File: config.mk
export PLATFORM = sky130hd
export DESIGN_NAME = apb_rr_arbiter_flat
export DESIGN_NICKNAME = d
export VERILOG_FILES = /design/src/rtl/apb_rr_arbiter_if.sv /design/src/rtl/apb_rr_arbiter.sv /design/src/flat_wrapper.sv
export SDC_FILE = /design/constraint.sdc
export NUM_CORES = 1
export LEC_CHECK = 0
export ABC_AREA = 1
export BUFFER_PORTS_ARGS = -buffer_cell sky130_fd_sc_hd__buf_2
export CORE_AREA = 2 2 105 107
export CTS_CLUSTER_DIAMETER = 200
export DETAILED_ROUTE_END_ITERATION = 8
export DIE_AREA = 0 0 107 109
export GPL_TIMING_DRIVEN = 0
export MAX_ROUTING_LAYER = met4
export PLACE_DENSITY_LB_ADDON = 0.1
export SLEW_MARGIN = 20
export SYNTH_ARGS = -nofsm -noshare
export SYNTH_HDL_FRONTEND = slang
export SYNTH_SLANG_ARGS = --single-unit
File: constraint.sdc
create_clock -name pclk -period 1.5 [get_ports pclk]
set_input_delay 0.075 -clock pclk [delete_from_list [all_inputs] [get_ports pclk]]
set_output_delay 0.075 -clock pclk [all_outputs]
set_load 0.005 [all_outputs]
File: src/rtl/apb_rr_arbiter_if.sv
// Signal bundle for apb_rr_arbiter: two upstream APB requesters, one downstream completer and status.
// The slave modport is the arbiter's view; the master modport is the surrounding environment's view.
interface apb_rr_arbiter_if #(
  parameter int DATA_WIDTH = 32,
  parameter int ADDR_WIDTH = 16
);
  localparam int STRB_WIDTH = DATA_WIDTH / 8;

  logic [1:0]              up_psel;
  logic [1:0]              up_penable;
  logic [1:0]              up_pwrite;
  logic [2*ADDR_WIDTH-1:0] up_paddr;
  logic [2*DATA_WIDTH-1:0] up_pwdata;
  logic [2*STRB_WIDTH-1:0] up_pstrb;
  logic [1:0]              up_pready;
  logic [DATA_WIDTH-1:0]   up_prdata;
  logic                    up_pslverr;

  logic                    dn_psel;
  logic                    dn_penable;
  logic                    dn_pwrite;
  logic [ADDR_WIDTH-1:0]   dn_paddr;
  logic [DATA_WIDTH-1:0]   dn_pwdata;
  logic [STRB_WIDTH-1:0]   dn_pstrb;
  logic [DATA_WIDTH-1:0]   dn_prdata;
  logic                    dn_pready;
  logic                    dn_pslverr;

  logic                    grant;
  logic                    busy;

  modport slave (
    input  up_psel, up_penable, up_pwrite, up_paddr, up_pwdata, up_pstrb,
    input  dn_prdata, dn_pready, dn_pslverr,
    output up_pready, up_prdata, up_pslverr,
    output dn_psel, dn_penable, dn_pwrite, dn_paddr, dn_pwdata, dn_pstrb,
    output grant, busy
  );

  modport master (
    output up_psel, up_penable, up_pwrite, up_paddr, up_pwdata, up_pstrb,
    output dn_prdata, dn_pready, dn_pslverr,
    input  up_pready, up_prdata, up_pslverr,
    input  dn_psel, dn_penable, dn_pwrite, dn_paddr, dn_pwdata, dn_pstrb,
    input  grant, busy
  );
endinterface

File: src/rtl/apb_rr_arbiter.sv
// 2:1 round-robin APB arbiter, fully registered, one transfer in flight (IDLE->SETUP->ACCESS->RESP).
// Optional ACCESS-phase abort after TIMEOUT_CYCLES is enabled by defining APB_ARB_TIMEOUT_EN.
module apb_rr_arbiter #(
  parameter int DATA_WIDTH     = 32,
  parameter int ADDR_WIDTH     = 16,
  parameter int TIMEOUT_CYCLES = 255
) (
  input  logic            pclk,
  input  logic            preset_n,
  apb_rr_arbiter_if.slave bus
);
  localparam int STRB_WIDTH = DATA_WIDTH / 8;

  localparam logic [1:0] ST_IDLE   = 2'd0;
  localparam logic [1:0] ST_SETUP  = 2'd1;
  localparam logic [1:0] ST_ACCESS = 2'd2;
  localparam logic [1:0] ST_RESP   = 2'd3;

  logic [1:0]            r_state;
  logic                  r_last_grant;
  logic                  r_grant;
  logic                  r_dn_psel;
  logic                  r_dn_penable;
  logic                  r_dn_pwrite;
  logic [ADDR_WIDTH-1:0] r_dn_paddr;
  logic [DATA_WIDTH-1:0] r_dn_pwdata;
  logic [STRB_WIDTH-1:0] r_dn_pstrb;
  logic [1:0]            r_up_pready;
  logic [DATA_WIDTH-1:0] r_up_prdata;
  logic                  r_up_pslverr;

  logic                  w_winner;
  logic                  w_abort;
  logic                  w_unused;
  logic                  w_pwrite;
  logic [ADDR_WIDTH-1:0] w_paddr;
  logic [DATA_WIDTH-1:0] w_pwdata;
  logic [STRB_WIDTH-1:0] w_pstrb;

  // A lone requester wins outright; on a tie the one not served last wins.
  assign w_winner = bus.up_psel[1] & (~bus.up_psel[0] | ~r_last_grant);

  assign w_pwrite = bus.up_pwrite[w_winner];
  assign w_paddr  = w_winner ? bus.up_paddr[2*ADDR_WIDTH-1:ADDR_WIDTH]
                             : bus.up_paddr[ADDR_WIDTH-1:0];
  assign w_pwdata = w_winner ? bus.up_pwdata[2*DATA_WIDTH-1:DATA_WIDTH]
                             : bus.up_pwdata[DATA_WIDTH-1:0];
  assign w_pstrb  = w_winner ? bus.up_pstrb[2*STRB_WIDTH-1:STRB_WIDTH]
                             : bus.up_pstrb[STRB_WIDTH-1:0];

`ifdef APB_ARB_TIMEOUT_EN
  localparam int CW = $clog2(TIMEOUT_CYCLES + 1);
  localparam logic [CW-1:0] TMO_LAST = CW'(TIMEOUT_CYCLES - 1);

  logic [CW-1:0] r_tmo_cnt;

  always_ff @(posedge pclk or negedge preset_n) begin
    if (!preset_n) begin
      r_tmo_cnt <= '0;
    end else if (r_state == ST_SETUP) begin
      r_tmo_cnt <= '0;
    end else if (r_state == ST_ACCESS && !bus.dn_pready) begin
      r_tmo_cnt <= r_tmo_cnt + CW'(1);
    end
  end

  // The counter holds completed stalled cycles; the one that would reach the limit aborts.
  assign w_abort  = (r_state == ST_ACCESS) && !bus.dn_pready && (r_tmo_cnt == TMO_LAST);
  assign w_unused = ^bus.up_penable;
`else
  assign w_abort  = 1'b0;
  assign w_unused = (^bus.up_penable) ^ (TIMEOUT_CYCLES != 0);
`endif

  always_ff @(posedge pclk or negedge preset_n) begin
    if (!preset_n) begin
      r_state      <= ST_IDLE;
      r_last_grant <= 1'b1;
      r_grant      <= 1'b0;
      r_dn_psel    <= 1'b0;
      r_dn_penable <= 1'b0;
      r_dn_pwrite  <= 1'b0;
      r_dn_paddr   <= '0;
      r_dn_pwdata  <= '0;
      r_dn_pstrb   <= '0;
      r_up_pready  <= 2'b00;
      r_up_prdata  <= '0;
      r_up_pslverr <= 1'b0;
    end else begin
      // NOTE: non-blocking assignments throughout, so every read in this block sees pre-edge state.
      r_up_pready <= 2'b00;
      case (r_state)
        ST_IDLE: begin
          if (|bus.up_psel) begin
            r_grant      <= w_winner;
            r_last_grant <= w_winner;
            r_dn_pwrite  <= w_pwrite;
            r_dn_paddr   <= w_paddr;
            r_dn_pwdata  <= w_pwdata;
            r_dn_pstrb   <= w_pstrb;
            r_dn_psel    <= 1'b1;
            r_state      <= ST_SETUP;
          end
        end
        ST_SETUP: begin
          r_dn_penable <= 1'b1;
          r_state      <= ST_ACCESS;
        end
        ST_ACCESS: begin
          if (bus.dn_pready || w_abort) begin
            r_dn_psel    <= 1'b0;
            r_dn_penable <= 1'b0;
            r_up_pready  <= r_grant ? 2'b10 : 2'b01;
            r_up_prdata  <= bus.dn_pready ? bus.dn_prdata : '0;
            r_up_pslverr <= bus.dn_pready ? bus.dn_pslverr : 1'b1;
            r_state      <= ST_RESP;
          end
        end
        default: r_state <= ST_IDLE;
      endcase
    end
  end

  assign bus.dn_psel    = r_dn_psel;
  assign bus.dn_penable = r_dn_penable;
  assign bus.dn_pwrite  = r_dn_pwrite;
  assign bus.dn_paddr   = r_dn_paddr;
  assign bus.dn_pwdata  = r_dn_pwdata;
  assign bus.dn_pstrb   = r_dn_pstrb;
  assign bus.up_pready  = r_up_pready;
  assign bus.up_prdata  = r_up_prdata;
  assign bus.up_pslverr = r_up_pslverr;
  assign bus.grant      = r_grant;
  assign bus.busy       = (r_state != ST_IDLE);
endmodule

File: src/flat_wrapper.sv
// flat-port wrapper written by rule: the top's interface ports become plain ports
module apb_rr_arbiter_flat 
#(
  parameter int DATA_WIDTH     = 32,
  parameter int ADDR_WIDTH     = 16,
  parameter int TIMEOUT_CYCLES = 255
)
  (pclk, preset_n, bus_up_psel, bus_up_penable, bus_up_pwrite, bus_up_paddr, bus_up_pwdata, bus_up_pstrb, bus_dn_prdata, bus_dn_pready, bus_dn_pslverr, bus_up_pready, bus_up_prdata, bus_up_pslverr, bus_dn_psel, bus_dn_penable, bus_dn_pwrite, bus_dn_paddr, bus_dn_pwdata, bus_dn_pstrb, bus_grant, bus_busy);
  apb_rr_arbiter_if #(.DATA_WIDTH(DATA_WIDTH), .ADDR_WIDTH(ADDR_WIDTH)) bus_i ();
  input  logic pclk;
  input  logic preset_n;
  input wire logic [$bits(bus_i.up_psel)-1:0] bus_up_psel;
  input wire logic [$bits(bus_i.up_penable)-1:0] bus_up_penable;
  input wire logic [$bits(bus_i.up_pwrite)-1:0] bus_up_pwrite;
  input wire logic [$bits(bus_i.up_paddr)-1:0] bus_up_paddr;
  input wire logic [$bits(bus_i.up_pwdata)-1:0] bus_up_pwdata;
  input wire logic [$bits(bus_i.up_pstrb)-1:0] bus_up_pstrb;
  input wire logic [$bits(bus_i.dn_prdata)-1:0] bus_dn_prdata;
  input wire logic [$bits(bus_i.dn_pready)-1:0] bus_dn_pready;
  input wire logic [$bits(bus_i.dn_pslverr)-1:0] bus_dn_pslverr;
  output wire logic [$bits(bus_i.up_pready)-1:0] bus_up_pready;
  output wire logic [$bits(bus_i.up_prdata)-1:0] bus_up_prdata;
  output wire logic [$bits(bus_i.up_pslverr)-1:0] bus_up_pslverr;
  output wire logic [$bits(bus_i.dn_psel)-1:0] bus_dn_psel;
  output wire logic [$bits(bus_i.dn_penable)-1:0] bus_dn_penable;
  output wire logic [$bits(bus_i.dn_pwrite)-1:0] bus_dn_pwrite;
  output wire logic [$bits(bus_i.dn_paddr)-1:0] bus_dn_paddr;
  output wire logic [$bits(bus_i.dn_pwdata)-1:0] bus_dn_pwdata;
  output wire logic [$bits(bus_i.dn_pstrb)-1:0] bus_dn_pstrb;
  output wire logic [$bits(bus_i.grant)-1:0] bus_grant;
  output wire logic [$bits(bus_i.busy)-1:0] bus_busy;
  assign bus_i.up_psel = bus_up_psel;
  assign bus_i.up_penable = bus_up_penable;
  assign bus_i.up_pwrite = bus_up_pwrite;
  assign bus_i.up_paddr = bus_up_paddr;
  assign bus_i.up_pwdata = bus_up_pwdata;
  assign bus_i.up_pstrb = bus_up_pstrb;
  assign bus_i.dn_prdata = bus_dn_prdata;
  assign bus_i.dn_pready = bus_dn_pready;
  assign bus_i.dn_pslverr = bus_dn_pslverr;
  assign bus_up_pready = bus_i.up_pready;
  assign bus_up_prdata = bus_i.up_prdata;
  assign bus_up_pslverr = bus_i.up_pslverr;
  assign bus_dn_psel = bus_i.dn_psel;
  assign bus_dn_penable = bus_i.dn_penable;
  assign bus_dn_pwrite = bus_i.dn_pwrite;
  assign bus_dn_paddr = bus_i.dn_paddr;
  assign bus_dn_pwdata = bus_i.dn_pwdata;
  assign bus_dn_pstrb = bus_i.dn_pstrb;
  assign bus_grant = bus_i.grant;
  assign bus_busy = bus_i.busy;
  apb_rr_arbiter #(.DATA_WIDTH(DATA_WIDTH), .ADDR_WIDTH(ADDR_WIDTH), .TIMEOUT_CYCLES(TIMEOUT_CYCLES)) u_core (.pclk(pclk), .preset_n(preset_n), .bus(bus_i));
endmodule
==> flow_metrics.env <==
export IMPL_status="complete, no violations"
export IMPL_leakage_nw=4.281
export IMPL_synthArstFlopShare=1.000
export IMPL_vias_per_cell=4.656
export IMPL_synth_area_per_cell_um2=7.304
export IMPL_synth_ff_type="dfrtp_1"
export IMPL_yosysSeqAreaShare=0.4972
export IMPL_synth_edff_count=0
export IMPL_cts_reportedPaths_clkPinSlew_ns=0.09
export IMPL_period_minus_slack_ns=1.421
export IMPL_grt_pass1_wl_um=21850
export IMPL_power_density_nw_per_um2=1662
export IMPL_final_setup_skew_ns=0.008176
export IMPL_place_area_um2=6113
export IMPL_initial_core_util=0.4464
export IMPL_routabilityCongestion=0.8843
export IMPL_start_kind="flip-flop"
export IMPL_crit_fanout=10
export IMPL_r2r_start="u_core.r_state[0]"
export IMPL_die_area_um2=11660
export IMPL_hpwl_um=9699
export IMPL_core_area_um2=10600
export IMPL_die_height_um=109
export IMPL_yosysTopAreaCell="dfrtp_1"
export IMPL_overflow=0
export IMPL_grt_pass1_vias=4829
export IMPL_netlist_top_cells_count="nand2_1 (239), nand3_1 (143), inv_1 (118)"
export IMPL_numCtsBuffers=9
export IMPL_synth_top_cell_area_share=0.4917
export IMPL_syn_to_final_growth_pct=45.84
export IMPL_grt_max_degree=63
export IMPL_nets=1095
export IMPL_tritoncts="built"
export IMPL_irDropWorstVdd_mv=0.8379
export IMPL_portBuffers=234
export IMPL_diodes=0
export IMPL_routed_wl_um=13860
export IMPL_ys_warn_count=0
export IMPL_synth_seq_cells=94
export IMPL_cap_violations=0
export IMPL_fp_dieW_um=107
export IMPL_stdcell_area_um2=6903
export IMPL_clockBufferDepth=2
export IMPL_clock_sinks=94
export IMPL_yosysMostFrequentCell="nand2_1"
export IMPL_maxSlewViolCount=0
export IMPL_relSlewSlack=0.7011
export IMPL_yosys_top_cells_area="dfrtp_1 (49%), nand2_1 (19%), nand3_1 (15%)"
export IMPL_final_antenna_net_count=0
export IMPL_worst_ep_required_time_ns=1.75
export IMPL_drive_gt1_frac=0.3056
export IMPL_first_iter_violations=302
export IMPL_drc_errors=0
export IMPL_cp_end_kind="flip-flop"
export IMPL_max_freq_mhz=703.6
export IMPL_syn_inst=648
export IMPL_synth_area_um2=4733
export IMPL_min_from="bus_up_pwdata[9]"
export IMPL_grt_use_total=0.2431
export IMPL_rows=38
export IMPL_avgRoutedWirePerCell_um=12.73
export IMPL_h_tree_depth=3
export IMPL_clock_latency_ns=0.36
export IMPL_crit_start="u_core.r_state[0]"
export IMPL_hold_class="in -> reg"
export IMPL_finalSetupViolations=0
export IMPL_tns_ns=0
export IMPL_hold_viol=0
export IMPL_firstDrtPassIters=4
export IMPL_worst_pin_slew_ns=0.4483
export IMPL_dr_total_vias=5070
export IMPL_cts_root_buf="clkbuf_8"
export IMPL_synth_cell_types=17
export IMPL_antenna_found_initial=0
export IMPL_crit_type="reg -> reg"
export IMPL_crit_arrival_ns=1.67
export IMPL_fin_crit_sh=0.9476
export IMPL_syn_nets=799
export IMPL_ioPinCount=238
worst paths after layout:
| kind | slack (ns) | endpoint | depth (start not counted) |
|---|---|---|---|
| min in group asynchronous | 0.16 | u_core.bus.dn_pwdata[9] | 2 |
| max in group asynchronous | 0.70 | u_core.r_last_grant | 3 |
| min reg2reg | 0.46 | u_core.bus.up_pready[0] | 1 |
| max | 0.08 | u_core.bus.dn_pwdata[11] | 9 |
| min | 0.02 | u_core.bus.dn_pwdata[9] | 5 |
| max reg2reg | 0.08 | u_core.bus.dn_pwdata[11] | 9 |
state kept, by name, summed over array words and instances (netlist names):
signal / cells
u_core.bus.dn_penable: 1
u_core.bus.dn_pwrite: 1
u_core.bus.dn_psel: 1
u_core.bus.up_pready: 2
u_core.bus.dn_pstrb: 4
u_core.bus.up_prdata: 32
u_core.r_state: 2
u_core.r_last_grant: 1
u_core.bus.up_pslverr: 1
u_core.bus.dn_pwdata: 32
u_core.bus.grant: 1
u_core.bus.dn_paddr: 16
power breakdown:
part	total [mW]	switching, mW	internal (mW)
clock	1.83	0.852	0.982
combinational	5.18	2.84	2.34
sequential	4.45	0.672	3.78
total	11.5	4.37	7.10
cells in the final DEF (no fill, tap or decap):
master and n:
buf_6 5, o21ai_0 3, dlygate4sd3_1 45, dfrtp_1 93
clkbuf_2 4, buf_8 1, buf_2 238, buf_16 1
or2_2 1, ha_1 4, buf_12 1, nor2_1 3
nand2_4 3, dfstp_2 1, inv_4 1, ha_4 1
bufinv_16 2, nand3_1 143, clkbuf_1 9, inv_2 2
a21oi_1 2, nor2_4 1, buf_1 4, buf_4 8
inv_1 116, clkbuf_8 10, clkinv_2 2, clkbuf_4 8
nand2_1 237
cell families (layout without fill, tap and decap cells):
logic type | after synthesis | in the layout | synth area share
AND/OR/NAND/NOR | 388 | 388 | 0.3481
buffers and inverters | 156 | 457 | 0.1361
adder cells (fa/ha/maj) | 5 | 5 | 0.01322
flip-flops | 94 | 94 | 0.4972
AO/OA/AOI/OAI | 5 | 5 | 0.005286
routing by layer:
metal,vias up,part of all wire,global-route usage
li1,2550,-,-
met1,2313,0.41,0.2844
met2,184,0.50,0.4217
met3,23,0.061,0.04184
met4,0,0.023,0.09184
met5,-,0,-
per-stage QoR:
stage            util  instances  total power [mW]  setup WS, ns  hold slack, ns
6_report       0.6511       1089             11.47       0.07865         0.01535
2_1_floorplan       -        648             7.086        0.1357         -0.2206
5_1_grt        0.6511       1089             12.49      -0.01550         0.01890
3_5_place_dp   0.5766       1023             9.299       -0.1878        -0.02002
4_1_cts        0.6439       1086             11.36      0.005688       0.0007336
3_3_place_gp   0.5734       1022             9.150       -0.6096          0.3075
timing repair:
action                     4_1_cts  5_1_grt
hold buffers                    45        0
setup buffers                    2        3
pin swaps                        1        1
hold endpoints to repair       137        0
resized for setup                9       23
setup endpoints to repair       84       81
final cells by class:
class	count	area [um^2]
sequential	94	2354
multi-input combinational	398	1768
clock inverter	4	70.07
timing repair buffer	285	1705
inverter	119	449.2
buffer	37	236.5
fill	952	3700
tap	140	175.2
clock buffer	12	145.1
worst max-delay path, stage by stage, from the launching register on:
cell	delay, ns
dfrtp_1	0.41
inv_2	0.12
ha_4	0.15
inv_1	0.06
nor2_4	0.10
buf_12	0.14
inv_4	0.07
buf_6	0.14
nand2_1	0.07
nand2_1	0.05
No activity file was read; power rests on OpenSTA's default activity.
